**src/rtl/man_draw_datapath.sv**
```systemverilog
// Running-man datapath: floor and sprite pixel scans, man position/jump state,
// and the frame tick counter that paces the control FSM.
module man_draw_datapath #(
    parameter int unsigned SCREEN_W     = 160,
    parameter int unsigned SCREEN_H     = 120,
    parameter int unsigned FLOOR_Y      = 100,
    parameter int unsigned MAN_W        = 4,
    parameter int unsigned MAN_H        = 8,
    parameter int unsigned X_START      = 10,
    parameter int unsigned STEP         = 1,
    parameter int unsigned JUMP_H       = 12,
    parameter int unsigned DELAY_CYCLES = 833333,
    parameter logic [2:0]  BG_COLOUR    = 3'b000,
    parameter logic [2:0]  MAN_COLOUR   = 3'b111,
    parameter logic [2:0]  FLOOR_COLOUR = 3'b010
) (
    input  logic       clk,
    input  logic       reset_n,
    input  logic       drawing_floors,
    input  logic       erase,
    input  logic       draw_man,
    input  logic       ld_x,
    input  logic       ld_y,
    input  logic       ld_man_style,
    input  logic       update,
    input  logic       reset_frame_counter,
    input  logic       jump,
    output logic [7:0] x_out,
    output logic [6:0] y_out,
    output logic [2:0] colour,
    output logic       draw_floors_finish,
    output logic       erase_finish,
    output logic       draw_man_finish,
    output logic [3:0] frameCounter
);

    localparam int unsigned FROWS    = SCREEN_H - FLOOR_Y;
    localparam int unsigned FRW      = $clog2(FROWS);
    localparam int unsigned SCW      = $clog2(MAN_W * MAN_H);
    localparam int unsigned CW       = $clog2(MAN_W);
    localparam int unsigned RW       = SCW - CW;
    localparam int unsigned JW       = $clog2(JUMP_H + 1);
    localparam int unsigned DW       = $clog2(DELAY_CYCLES);
    localparam int unsigned GROUND_Y = FLOOR_Y - MAN_H;

    localparam logic [7:0]     FX_LAST = 8'(SCREEN_W - 1);
    localparam logic [FRW-1:0] FY_LAST = FRW'(FROWS - 1);
    localparam logic [SCW-1:0] SC_LAST = SCW'(MAN_W * MAN_H - 1);

    logic [7:0]     man_x_q, man_x_d, draw_x_q, draw_x_d;
    logic [6:0]     man_y_q, man_y_d, draw_y_q, draw_y_d;
    logic           man_style_q, man_style_d, draw_style_q, draw_style_d;
    logic           rising_q, rising_d;
    logic [JW-1:0]  jump_cnt_q, jump_cnt_d;
    logic [7:0]     fx_q, fx_d;
    logic [FRW-1:0] fy_q, fy_d;
    logic [SCW-1:0] sc_q, sc_d;
    logic [DW-1:0]  delay_q, delay_d;
    logic [3:0]     frame_q, frame_d;

    logic           floor_mode, erase_mode, man_mode, sprite_mode;
    logic           fx_last, fy_last, sc_last;
    logic [CW-1:0]  col;
    logic [RW-1:0]  row;
    logic [8:0]     x_next;

    // Sprite mask: head on the top row, solid torso, legs alternate by style.
    function automatic logic man_pixel(logic [RW-1:0] r, logic [CW-1:0] c, logic style);
        logic mid;
        logic edge_col;
        mid      = (c == CW'(MAN_W / 2 - 1)) || (c == CW'(MAN_W / 2));
        edge_col = (c == '0) || (c == CW'(MAN_W - 1));
        if (r == '0) begin
            return mid;
        end else if (r < RW'(MAN_H - 2)) begin
            return 1'b1;
        end else begin
            return style ? mid : edge_col;
        end
    endfunction

    assign floor_mode  = drawing_floors;
    assign erase_mode  = !drawing_floors && erase;
    assign man_mode    = !drawing_floors && !erase && draw_man;
    assign sprite_mode = erase_mode || man_mode;

    assign fx_last = (fx_q == FX_LAST);
    assign fy_last = (fy_q == FY_LAST);
    assign sc_last = (sc_q == SC_LAST);
    assign col     = sc_q[CW-1:0];
    assign row     = sc_q[SCW-1:CW];
    assign x_next  = {1'b0, man_x_q} + 9'(STEP);

    assign frameCounter = frame_q;

    always_comb begin
        x_out              = '0;
        y_out              = '0;
        colour             = BG_COLOUR;
        draw_floors_finish = 1'b0;
        erase_finish       = 1'b0;
        draw_man_finish    = 1'b0;
        if (floor_mode) begin
            x_out              = fx_q;
            y_out              = 7'(FLOOR_Y) + 7'(fy_q);
            colour             = FLOOR_COLOUR;
            draw_floors_finish = fx_last && fy_last;
        end else if (sprite_mode) begin
            x_out = draw_x_q + 8'(col);
            y_out = draw_y_q + 7'(row);
            if (erase_mode) begin
                erase_finish = sc_last;
            end else begin
                colour          = man_pixel(row, col, draw_style_q) ? MAN_COLOUR : BG_COLOUR;
                draw_man_finish = sc_last;
            end
        end
    end

    // Scan counters fall back to pixel 0 whenever their mode is not selected.
    always_comb begin
        fx_d = '0;
        fy_d = '0;
        sc_d = '0;
        if (floor_mode) begin
            if (fx_last) begin
                fy_d = fy_last ? '0 : fy_q + 1'b1;
            end else begin
                fx_d = fx_q + 1'b1;
                fy_d = fy_q;
            end
        end
        if (sprite_mode && !sc_last) begin
            sc_d = sc_q + 1'b1;
        end
    end

    always_comb begin
        man_x_d      = man_x_q;
        man_y_d      = man_y_q;
        man_style_d  = man_style_q;
        rising_d     = rising_q;
        jump_cnt_d   = jump_cnt_q;
        draw_x_d     = ld_x ? man_x_q : draw_x_q;
        draw_y_d     = ld_y ? man_y_q : draw_y_q;
        draw_style_d = ld_man_style ? man_style_q : draw_style_q;
        if (update) begin
            man_x_d     = (x_next > 9'(SCREEN_W - MAN_W)) ? 8'd0 : x_next[7:0];
            man_style_d = !man_style_q;
            if (rising_q) begin
                man_y_d    = man_y_q - 1'b1;
                jump_cnt_d = jump_cnt_q - 1'b1;
                rising_d   = (jump_cnt_q != JW'(1));
            end else if (man_y_q < 7'(GROUND_Y)) begin
                man_y_d = man_y_q + 1'b1;
            end else if (jump) begin
                rising_d   = 1'b1;
                jump_cnt_d = JW'(JUMP_H);
            end
        end
    end

    always_comb begin
        delay_d = delay_q + 1'b1;
        frame_d = frame_q;
        if (!reset_frame_counter) begin
            delay_d = '0;
            frame_d = '0;
        end else if (delay_q == DW'(DELAY_CYCLES - 1)) begin
            delay_d = '0;
            frame_d = frame_q + 1'b1;
        end
    end

    always_ff @(posedge clk or negedge reset_n) begin
        if (!reset_n) begin
            man_x_q      <= 8'(X_START);
            man_y_q      <= 7'(GROUND_Y);
            man_style_q  <= 1'b0;
            draw_x_q     <= 8'(X_START);
            draw_y_q     <= 7'(GROUND_Y);
            draw_style_q <= 1'b0;
            rising_q     <= 1'b0;
            jump_cnt_q   <= '0;
            fx_q         <= '0;
            fy_q         <= '0;
            sc_q         <= '0;
            delay_q      <= '0;
            frame_q      <= '0;
        end else begin
            man_x_q      <= man_x_d;
            man_y_q      <= man_y_d;
            man_style_q  <= man_style_d;
            draw_x_q     <= draw_x_d;
            draw_y_q     <= draw_y_d;
            draw_style_q <= draw_style_d;
            rising_q     <= rising_d;
            jump_cnt_q   <= jump_cnt_d;
            fx_q         <= fx_d;
            fy_q         <= fy_d;
            sc_q         <= sc_d;
            delay_q      <= delay_d;
            frame_q      <= frame_d;
        end
    end

endmodule

```
**config.mk**
```make
export PLATFORM = sky130hd
export DESIGN_NAME = man_draw_datapath
export DESIGN_NICKNAME = d
export VERILOG_FILES = /design/src/rtl/man_draw_datapath.sv
export SDC_FILE = /design/constraint.sdc
export NUM_CORES = 1
export LEC_CHECK = 0
export BUFFER_PORTS_ARGS = -buffer_cell sky130_fd_sc_hd__buf_2
export CAP_MARGIN = 5
export CORE_UTILIZATION = 65
export CTS_BUF_LIST = sky130_fd_sc_hd__clkbuf_8
export DETAILED_ROUTE_END_ITERATION = 8
export PLACE_DENSITY = 0.86
export RECOVER_POWER = 25
export SLEW_MARGIN = 20
export SYNTH_ARGS = -nofsm -noshare
export SYNTH_HDL_FRONTEND = slang
export SYNTH_SLANG_ARGS = --single-unit
```
**constraint.sdc**
```tcl
create_clock -name clk -period 7 [get_ports clk]
set_clock_uncertainty 0.15 [all_clocks]
set_input_delay 0.35 -clock clk [delete_from_list [all_inputs] [get_ports clk]]
set_output_delay 0.35 -clock clk [all_outputs]
set_load 0.02 [all_outputs]
```
==> After elaboration in Yosys (flattened, before gate mapping) <==
Cells that the tools add are included.
{ "word_totals": {"regBits": 79, "latch_bits": 0, "ramBits": 0, "rom_bits": 0, "input_bits": 11, "out_inout_bits": 25, "wordCells": 97, "mem_count": 0} }
{ "classes": {"addsub": 12, "mul": 0, "div_mod_pow": 0, "magnitude_cmp": 3, "eq_ne": 11, "n_shift": 0, "n_mux": 40, "bitwise": 0, "n_reduce_logical": 18} }
{ "op_table": {"columns": ["cell", "count"], "rows": [
  ["$mux W20", 2],
  ["$mux W8", 5],
  ["$mux W7", 4],
  ["$add A20 B1 Y20 const B", 1],
  ["$eq A20 B20 Y1 const B", 1],
  ["$mux W4", 5],
  ["$mux W5", 4],
  ["$mux W1", 16],
  ["$mux W3", 4],
  ["$add A5 B1 Y5 const B", 2],
  ["$eq A5 B5 Y1 const B", 2],
  ["$add A8 B1 Y9 const B", 1],
  ["$gt A9 B8 Y1 const B", 1],
  ["$add A8 B1 Y8 const B", 1],
  ["$add A8 B2 Y8", 1],
  ["$eq A8 B8 Y1 const B", 1],
  ["$add A6 B6 Y7 const A", 1],
  ["$add A7 B1 Y7 const B", 1],
  ["$add A7 B3 Y7", 1],
  ["$lt A7 B7 Y1 const B", 1],
  ["$sub A7 B1 Y7 const B", 1],
  ["$logic_and A1 B1 Y1", 5],
  ["$add A4 B1 Y4 const B", 1],
  ["$eq A2 B2 Y1 const B", 2],
  ["other kinds (13)", 20]
]} }

==> Depth between registers and ports, before layout <==
Gate-level depths: netlist (run 1).
{ "depth": {"depth_word": 12, "ltp_mapped": 8, "mapped_depth_nobuf": 7} }

==> Least setup slack after synthesis (run 1) <==
OpenSTA, ideal clock, no wires.
{ "synth_path": {"path_kind": "reg-to-output", "from": "register sc_q[0]", "to": "output port colour[1]", "arrival_time_ns": 1.888, "required_ns": 6.500, "slack_ns": 4.612, "path_stages_with_launch": 5, "path_buffers": 0, "cell_sequence": "dfrtp_1 -> ha_1 -> xor2_1 -> a311oi_1 -> or2_1"} }
{ "synth_between": {"elab_chain_len": 12, "elab_cells_between_ends": 16, "classes_between": "3 x eq/ne; 10 x mux; 3 x reduce/logical"} }
{ "synth_lines": {"columns": ["item", "line", "rtl"], "rows": [
  ["start, declared", "57", "logic [SCW-1:0] sc_q, sc_d;"],
  ["start signal, assigned", "187", "sc_q <= '0;"],
  ["start signal, assigned", "201", "sc_q <= sc_d;"],
  ["$eq A2 B2 Y1 (tied with other cells)", "72", "edge_col = (c == '0) || (c == CW'(MAN_W - 1));"],
  ["$logic_or A1 B1 Y1, on equally long branches", "72, 71", null],
  ["$mux W1", "78", "return style ? mid : edge_col;"],
  ["$mux W1", "75", "end else if (r < RW'(MAN_H - 2)) begin"],
  ["$mux W1 (*)", "73", "if (r == '0) begin"],
  ["$mux W1 (*)", "111", "if (erase_mode) begin"],
  ["$mux W1 (*)", "108", "end else if (sprite_mode) begin"],
  ["$mux W1 (*)", "103", "if (floor_mode) begin"],
  ["$mux W3 (*)", "114", "colour = man_pixel(row, col, draw_style_q) ? MAN_COLOUR : BG_COLOUR;"],
  ["$mux W3 (*)", "111", null],
  ["$mux W3 (*)", "108", null],
  ["$mux W3 (*)", "103", null],
  ["end, declared", "30", "output logic [2:0] colour,"]
]} }
Every way passes the cells marked *; elsewhere a longest branch is shown, timed or not. The select of a mux whose other input is x is not followed.

==> results of run 1 <==
metrics by stage:
step	std cells	total power [mW]	utilization (%)	setup WS, ns	instance area (um2)
4_1_cts	570	1.34	75.4	4.17	4900
3_3_place_gp	554	0.913	71.8	4.60	4660
2_1_floorplan	458	0.839	-	4.61	4450
6_report	570	1.33	75.4	3.19	4900
3_5_place_dp	554	0.936	71.8	4.48	4660
5_1_grt	570	1.40	75.4	2.40	4900
sequential cells by signal (all words and copies together), names as in the netlist:
name          count
draw_y_q          7
frameCounter      4
fx_q              8
delay_q          20
man_style_q       1
rising_q          1
jump_cnt_q        4
fy_q              5
man_y_q           7
draw_style_q      1
man_x_q           8
sc_q              5
draw_x_q          8
routing by layer:
metal  up-vias  wire [um]
li1       1657          -
met1      1696       3930
met2        88       4580
met3        13        385
met4         0        101
met5         -          0
Yosys cell counts, types with 3 or more instances:
library cell / instances
a21o_1: 4
a21oi_1: 15
and3_1: 14
and4_1: 5
clkbuf_1: 12
dfrtp_1: 67
dfstp_2: 12
fa_1: 3
ha_1: 23
inv_1: 17
mux2_2: 16
mux2i_1: 3
nand2_1: 46
nand2b_1: 3
nand3_1: 18
nand4_1: 7
nor2_1: 49
nor2b_1: 3
nor3_1: 10
nor3b_1: 4
nor4_1: 4
o21ai_0: 7
o21ai_1: 22
o22ai_1: 5
o2bb2ai_1: 3
xnor2_1: 19
xor2_1: 28
power groups by stage:
stage	clock network (mW)	registers, mW	logic (mW)
finish	0.401	0.633	0.294
CTS	0.405	0.637	0.295
detailed placement	0	0.645	0.291
global route	0.423	0.646	0.326
floorplan	0	0.609	0.230
global placement	0	0.638	0.276
path summary, 6_finish.rpt:
| check | endpoint | depth (start not counted) | slack [ns] | startpoint |
|---|---|---|---|---|
| max | delay_q[16]$_DFF_PN0_ | 1 | 3.19 | reset_n |
| max reg2reg | man_y_q[6]$_DFFE_PN1P_ | 6 | 4.46 | rising_q$_DFFE_PN0P_ |
| min reg2reg | man_style_q$_DFFE_PN0P_ | 1 | 0.35 | man_style_q$_DFFE_PN0P_ |
| max in group clk | y_out[6] | 8 | 4.20 | sc_q[2]$_DFF_PN0_ |
| min | draw_style_q$_DFFE_PN0P_ | 2 | 0.09 | ld_man_style |
| min in group asynchronous | draw_y_q[5]$_DFFE_PN0P_ | 1 | 1.24 | reset_n |
cell type report:
| cell class | instances | share of cell area, % |
|---|---|---|
| clock buffers | 9 | 2.53 |
| inverters | 19 | 1.46 |
| multi-input cells | 344 | 47.5 |
| flip-flops and latches | 79 | 40.7 |
| clock inverters | 7 | 2.32 |
| well taps | 77 | 1.97 |
| repair buffers | 35 | 3.55 |
cells by family (layout without fill, tap and decap cells):
kind of cell               count (synthesis)  count (layout)  synth area share (%)
xor gates and xnor gates                  47              47                  9.24
and+or+nand+nor                          176             176                  19.8
adders and majority gates                 26              26                  7.81
DFF                                       79              79                  44.7
AOI/OAI and AO/OA                         74              74                  10.1
muxes                                     21              21                  5.22
buffers and inverters                     35              70                  3.09
==> flow_summary.json, run 1 <==
{
  "status": "finished with violations",
  "violations": "design-rule violations, max-capacitance violations, max-slew violations",
  "multi_input_area_mm2": 0.00233,
  "dieArea_mm2": 0.00719,
  "max_freq_ghz": 0.262,
  "grt_use_met1_pct": 33.9,
  "rsz0062_at_grt": "false",
  "cp.required_ns": 6.37,
  "cts.sinks": 79,
  "crit_chain": "clkbuf_1",
  "detail_route.wl_per_cell_um": 15.8,
  "track_usage_pct": 26.8,
  "cts_hold_buf": 0,
  "fp.dieH_um": 84.8,
  "cts_resized": 0,
  "finalHoldViolations": 0,
  "seqPwrFrac_pct": 47.7,
  "yosys.area.top_type": "dfrtp_1",
  "clockPowerShare_pct": 30.2,
  "post-cts-setup-buffers": 0,
  "netlist.area_leader.share_pct": 37.6,
  "start_kind": "input pin",
  "start_util_pct": 68.6,
  "p_leak_nw": 2.23,
  "cts_max_path_buffers": 2,
  "diodes": 0,
  "synth_area_leaders": "dfrtp_1, dfstp_2, ha_1, xor2_1, nor2_1",
  "detail-route-antenna-nets": 0,
  "internal_power_uw": 909,
  "slew_violations": 80,
  "area_growth_pct": 10.0,
  "antenna_found_initial": 0,
  "h-tree-depth": 3,
  "powerDensity_mw_per_mm2": 271,
  "seqCellArea_mm2": 0.00199,
  "maxCapViolCount": 1,
  "drc": 5,
  "synthArstFlopShare_pct": 100,
  "place_congestion": 0.808,
  "synth_seq_area_share_pct": 44.7,
  "period_needed_ns": 3.81,
  "drive_gt1_share_pct": 16.2,
  "holdCritPathClass": "in2reg",
  "vias_per_cell": 6.06,
  "rows": 29,
  "fp.coreArea_mm2": 0.00649,
  "cp-end-kind": "asynchronous set/reset pin",
  "tightest_slew_ns": 4.02,
  "use_met3_pct": 4.82,
  "tns_ns": 0,
  "vdd_drop_max_mv": 0.142,
  "grt_max_degree": 80,
  "max_stage_delay_ns": 2.77,
  "fp.dieW_um": 84.8,
  "min_period_over_period_pct": 54.4,
  "cpLargestDelayFamily": "buffers and inverters",
  "layout.nets": 525,
  "power.switching_uw": 419,
  "ys_ff_latch": 79,
  "clkLatencyLatePin_ns": 0.34,
  "top_usage_layer": "met2",
  "gr-usage-met2_pct": 46.9,
  "holdWs_ns": 0.0928,
  "comb_power_share_pct": 22.1,
  "drt-total-wl_um": 8990,
  "ys_types": 54,
  "fillers": 430,
  "first_iter_violations": 244,
  "syn_nets": 495,
  "path_max_fanout": 79,
  "firstDrtPassIters": 6,
  "syn_area_mm2": 0.00445,
  "io_pins": 36,
  "syn_area_per_cell_um2": 9.73,
  "layout_common_cells": "dfrtp_1, nor2_1, nand2_1",
  "cts_tree": "yes",
  "finalSetupViolations": 0,
  "swShare_pct": 31.6,
  "slew_headroom_pct": -168,
  "num_vias": 3454,
  "syn_inst": 458,
  "place_hpwl_um": 6360,
  "crit_buf_inv": 1,
  "synth_edf_count": 0,
  "path_clk_slew_ns": 0.09,
  "critPathSlowestCell": "clkbuf_1",
  "grt_pass1_vias": 3362,
  "cts-buffers-inserted": 9,
  "critPathArrivalTime_ns": 3.18,
  "root_buffer": "clkbuf_8",
  "yosys_warnings": 0,
  "grt_pass1_wl_um": 15300,
  "critical_path_class": "in2async",
  "synthFlopType": "dfrtp_1",
  "grt_overflow": 0,
  "layout.cells.most_common": "dfrtp_1",
  "io_buffer_count": 35
}
(Power assumes the default switching activity.)
==> inputs of run 2 (changes only) <==
Settings changed: ABC_AREA from default to 1, CORE_UTILIZATION 65 to 57, PLACE_DENSITY 0.86 to 0.79.
Clock period 7 ns to 3.5 ns, I/O delays scaled along.
==> run 2 against run 1 <==
The flow finishes with violations (max-capacitance violations, max-slew violations). Power grew 130%. Global-route usage shrank 2.4 points. Combinational power grew to 3.2 times the previous value. Largest cell class unchanged.
==> flow_summary.json, run 2 <==
{
  "rows": 32,
  "worstHoldStart": "drawing_floors",
  "cts_max_path_buffers": 2,
  "critPathSlowestCell": "dfrtp_1",
  "detail-route-antenna-nets": 0,
  "layout.nets": 669,
  "post-cts-setup-buffers": 0,
  "synth_seq_area_share_pct": 42.0,
  "synthArstFlopShare_pct": 100,
  "drc": 0,
  "slew_headroom_pct": -25.3,
  "yosysMostFrequentCell": "nand2_1",
  "finalSetupViolations": 0,
  "layout.cells.most_common": "nand2_1",
  "io_buffer_count": 35,
  "syn_area_per_cell_um2": 8.00,
  "clkLatencyLatePin_ns": 0.34,
  "antenna_found_initial": 0,
  "max_stage_delay_ns": 0.41,
  "num_vias": 4018,
  "top_usage_layer": "met2",
  "cts_tree": "yes",
  "ys_types": 42,
  "rsz0062_at_grt": "false",
  "syn_inst": 592,
  "path_clk_slew_ns": 0.07,
  "h-tree-depth": 3,
  "grt_overflow": 0,
  "min_period_over_period_pct": 77.6,
  "vias_per_cell": 5.44,
  "firstDrtPassIters": 5,
  "grt_use_met1_pct": 34.5,
  "synth_edf_count": 0,
  "reg2reg_from": "fx_q[0]$_DFF_PN0_",
  "syn_nets": 629,
  "synth_area_leaders": "dfrtp_1, nand2_1, dfstp_2, inv_1, ha_1",
  "drt-total-wl_um": 9780,
  "diodes": 0,
  "p_leak_nw": 2.47,
  "critical_path_class": "reg2out",
  "place_congestion": 0.895,
  "first_iter_violations": 242,
  "cp_common_cell": "nand2_1",
  "status": "finished with violations",
  "grt_max_degree": 80,
  "fin_util_pct": 66.7,
  "ys_ff_latch": 79,
  "fillers": 655,
  "io_pins": 36,
  "synth_top_cells_by_count": "nand2_1, inv_1, dfrtp_1",
  "cp.required_ns": 3.17,
  "grt_pass1_vias": 3818,
  "violations": "max-capacitance violations, max-slew violations",
  "detail_route.wl_per_cell_um": 13.2,
  "synthFlopType": "dfrtp_1",
  "netlist.area_leader.share_pct": 35.4,
  "area_growth_pct": 11.1,
  "fp.dieW_um": 93.2,
  "largest_register_ffs": 20,
  "place_hpwl_um": 7110,
  "reg2reg_depth": 8,
  "min_path_cells": 3,
  "grt_pass1_wl_um": 16900,
  "tightest_slew_ns": 1.88,
  "top_register": "delay_q",
  "track_usage_pct": 24.5,
  "root_buffer": "clkbuf_8",
  "crit_start": "sc_q[2]$_DFF_PN0_",
  "path_max_fanout": 5,
  "r2r_setup_slack_ns": 1.43,
  "period_needed_ns": 2.72,
  "yosys_warnings": 0,
  "dieArea_mm2": 0.00868,
  "cts-buffers-inserted": 9,
  "start_kind": "flip-flop",
  "finalHoldViolations": 0,
  "fp.dieH_um": 93.2,
  "layout_common_cells": "nand2_1, inv_1, dfrtp_1",
  "slew_violations": 80,
  "holdCritPathClass": "in2reg",
  "cp-end-kind": "output pin",
  "cts.sinks": 79,
  "maxCapViolCount": 1,
  "syn_area_mm2": 0.00474,
  "gr-usage-met2_pct": 38.4,
  "start_util_pct": 60.1,
  "vdd_drop_max_mv": 0.401,
  "fp.coreArea_mm2": 0.00789,
  "powerDensity_mw_per_mm2": 585,
  "max_freq_ghz": 0.368,
  "drive_gt1_share_pct": 12.6,
  "crit_chain": "ha_1 -> inv_1 -> fa_1 -> inv_1 -> nand2_1 -> a21oi_1 -> nand2_1 -> o21ai_0 -> nand2_1 -> o22ai_1 -> buf_2",
  "critPathArrivalTime_ns": 2.39,
  "yosys.area.top_type": "dfrtp_1",
  "use_met3_pct": 4.23,
  "tns_ns": 0
}
## run 2: cell type report
class	count	area [um2]	area share (%)
Clock inverter	6	101	1.93
Clock buffer	10	138	2.61
Multi-Input combinational cell	420	2390	45.3
Sequential cell	79	1990	37.8
Inverter	83	312	5.92
Tap cell	102	128	2.42
Timing Repair Buffer	39	208	3.95
## run 2: repair_timing
| item | 4_1_cts | 5_1_grt |
|---|---|---|
| gates resized for setup | 0 | 0 |
| hold endpoints to repair | 72 | 0 |
| hold buffers | 4 | 0 |
## run 2: worst max-delay path, delay by kind of cell (launching register included)
family,cells,cell delay [ns]
fa+ha+maj,2,0.57
buf+inv,3,0.35
simple gates,3,0.26
flops,1,0.41
compound gates,3,0.47
## run 2: cells by family (layout without fill, tap and decap cells)
group | Yosys count | count (layout) | share of synthesized area, %
adder cells (fa/ha/maj) | 26 | 26 | 7.34
flip-flops | 79 | 79 | 42.0
buffers and inverters | 93 | 138 | 7.60
multiplexers | 2 | 2 | 0.475
AO/OA/AOI/OAI | 86 | 86 | 11.0
AND/OR/NAND/NOR | 280 | 280 | 26.7
XOR/XNOR | 26 | 26 | 4.81
## run 2: worst paths after layout
| path | to |
|---|---|
| max in group asynchronous | draw_x_q[2]$_DFFE_PN0P_ |
| min reg2reg | man_style_q$_DFFE_PN0P_ |
| min | fx_q[4]$_DFF_PN0_ |
| max | y_out[6] |
| max reg2reg | fy_q[2]$_DFFE_PN0P_ |
| min in group asynchronous | fy_q[4]$_DFFE_PN0P_ |
## run 2: routing by layer
layer,up-vias,wire [um]
met2,83,4370
met3,11,379
met5,-,0
met1,1908,4940
met4,0,91
li1,2016,-
## run 2: stage by stage
step                hold WS [ns]  total power [mW]  instance area [um2]  instances  setup slack [ns]
floorplan                 -0.271              2.05                 4740        592              1.31
global placement           0.240              2.24                 4990        719              1.30
detailed placement         0.245              2.29                 4990        719              1.12
CTS                       0.0272              3.10                 5270        739             0.767
global route              0.0658              3.31                 5260        739             0.639
finish                    0.0492              3.08                 5260        739             0.784
## run 2: power by group
| part | internal (mW) | switching [mW] | total (mW) |
|---|---|---|---|
| Sequential | 1.14 | 0.209 | 1.35 |
| Combinational | 0.375 | 0.559 | 0.935 |
| Clock | 0.486 | 0.310 | 0.796 |
==> inputs of run 3 (changes only) <==
Settings changed: CORE_UTILIZATION 57 to 63, PLACE_DENSITY 0.79 to 0.83.
Clock period 3.5 ns to 2.7 ns, I/O delays scaled along.
==> run 3 against run 2 <==
The flow still finishes with violations (max-capacitance violations, max-slew violations). Clock power increased by 14%. Core utilization increased by 6.1 points. Via count increased by 2.9%. Combinational power increased by 33%.
==> flow_summary.json, run 3 (synthesis results as in run 2) <==
{
  "reg2reg_to": "fy_q[2]$_DFFE_PN0P_",
  "grt_pass1_vias": 3819,
  "antenna_found_initial": 0,
  "r2r_setup_slack_ns": 0.69,
  "holdCritPathClass": "in2reg",
  "status": "finished with violations",
  "finalSetupViolations": 0,
  "maxCapViolCount": 1,
  "fp.dieW_um": 88.7,
  "path_clk_slew_ns": 0.08,
  "grt_max_degree": 80,
  "firstDrtPassIters": 5,
  "diodes": 0,
  "placed_cells": 716,
  "critPathArrivalTime_ns": 2.28,
  "cts_tree": "yes",
  "detail_route.wl_per_cell_um": 13.8,
  "layout.nets": 674,
  "crit_start": "draw_x_q[1]$_DFFE_PN1P_",
  "top_register": "delay_q",
  "fp.coreArea_mm2": 0.00725,
  "final_cells": 741,
  "slew_violations": 80,
  "largest_register_ffs": 20,
  "track_usage_pct": 28.3,
  "io_pins": 36,
  "reg2reg_depth": 8,
  "critical_path_class": "reg2out",
  "p_leak_nw": 2.48,
  "num_vias": 4136,
  "drc": 0,
  "start_util_pct": 65.3,
  "tightest_slew_ns": 1.92,
  "cts.sinks": 79,
  "finalHoldViolations": 0,
  "period_needed_ns": 2.56,
  "max_freq_ghz": 0.391,
  "root_buffer": "clkbuf_8",
  "first_iter_violations": 246,
  "place_hpwl_um": 7430,
  "violations": "max-capacitance violations, max-slew violations",
  "cp.required_ns": 2.41,
  "start_kind": "flip-flop",
  "detail-route-antenna-nets": 0,
  "layout.cells.most_common": "nand2_1",
  "area_growth_pct": 11.5,
  "vias_per_cell": 5.58,
  "place_area_mm2": 0.00499,
  "drive_gt1_share_pct": 14.5,
  "path_max_fanout": 3,
  "fin_ws_ns": 0.139,
  "fp.dieH_um": 88.7,
  "slew_headroom_pct": -28.3,
  "stdcell_area_mm2": 0.00529,
  "reg2reg_from": "fx_q[0]$_DFF_PN0_",
  "post-place-ws_ns": 0.464,
  "h-tree-depth": 3,
  "place_congestion": 0.930,
  "layout_common_cells": "nand2_1, inv_1, dfrtp_1",
  "powerDensity_mw_per_mm2": 737,
  "cts-buffers-inserted": 9,
  "endpoint": "x_out[6]",
  "io_buffer_count": 35,
  "min_period_over_period_pct": 94.8,
  "rsz0062_at_grt": "false",
  "grt_pass1_wl_um": 17100,
  "rows": 31,
  "vdd_drop_max_mv": 0.666,
  "dieArea_mm2": 0.00787,
  "clkLatencyLatePin_ns": 0.35,
  "tns_ns": 0,
  "grt_overflow": 0,
  "drt-total-wl_um": 10200,
  "cts_max_path_buffers": 2,
  "cp-end-kind": "output pin"
}
==> run 3: cell count changes in the layout (fill, tap and decap cells not counted), moves of 3 or more <==
cell / before / now
inv_1: 84 / 81
buf_4: 0 / 3
clkbuf_1: 6 / 3
dlygate4sd3_1: 4 / 7
==> run 3: report_power, final <==
| group | switching (mW) | leakage (nW) | internal, mW |
|---|---|---|---|
| sequential | 0.265 | 1.01 | 1.48 |
| combinational | 0.749 | 1.37 | 0.495 |
| clock | 0.466 | 0.102 | 0.440 |
==> run 3: how the worst min path moves through the flow <==
stage | from | endpoint | slack, ns | cells after the start
finish | jump | jump_cnt_q[1]$_DFFE_PN0P_ | 0.05 | 4
detailed placement | reset_n | fy_q[4]$_DFFE_PN0P_ | 0.20 | 1
floorplan | reset_n | delay_q[0]$_DFF_PN0_ | -0.31 | 0
global route | jump | jump_cnt_q[1]$_DFFE_PN0P_ | 0.08 | 4
CTS | jump | jump_cnt_q[1]$_DFFE_PN0P_ | 0.05 | 4
global placement | ld_man_style | draw_style_q$_DFFE_PN0P_ | 0.19 | 2
==> run 3: timing repair <==
item | 4_1_cts | 5_1_grt
endpoints found under the hold margin | 84 | 0
hold buffers | 7 | 0
endpoints found under the setup margin | 0 | 2
buffers inserted | 0 | 2
gates resized for setup | 0 | 4
==> run 3: layer usage <==
metal,vias up,part of all wire [%],global-route usage [%]
met2,155,47,45.9
li1,2026,-,-
met3,12,6.3,6.06
met5,-,0,0
met4,0,0.99,7.18
met1,1943,46,38.7
==> run 3: layout make-up <==
type | count | area [um2]
Clock buffer | 9 | 124
Clock inverter | 7 | 80.1
Fill cell | 576 | 1970
Inverter | 83 | 312
Multi-Input combinational cell | 420 | 2390
Sequential cell | 79 | 1990
Tap cell | 99 | 124
Timing Repair Buffer | 44 | 259
==> run 3: worst max-delay path, stage by stage (launching register included) <==
cell and delay [ns]:
dfstp_2 0.54, inv_1 0.07, fa_1 0.46, nor2_2 0.17, nand2_1 0.08, nor2_2 0.10, nand2_1 0.07, xor2_1 0.14
o22ai_1 0.13, buf_4 0.17
==> run 3: through the flow <==
stage / total power [mW] / hold slack [ns] / utilization (%)
after floorplan: 2.66 / -0.311 / -
after global placement: 2.90 / 0.190 / 68.8
after detailed placement: 2.98 / 0.198 / 68.8
after CTS: 3.91 / 0.0467 / 72.6
after global routing: 4.18 / 0.0765 / 72.9
final: 3.90 / 0.0540 / 72.9
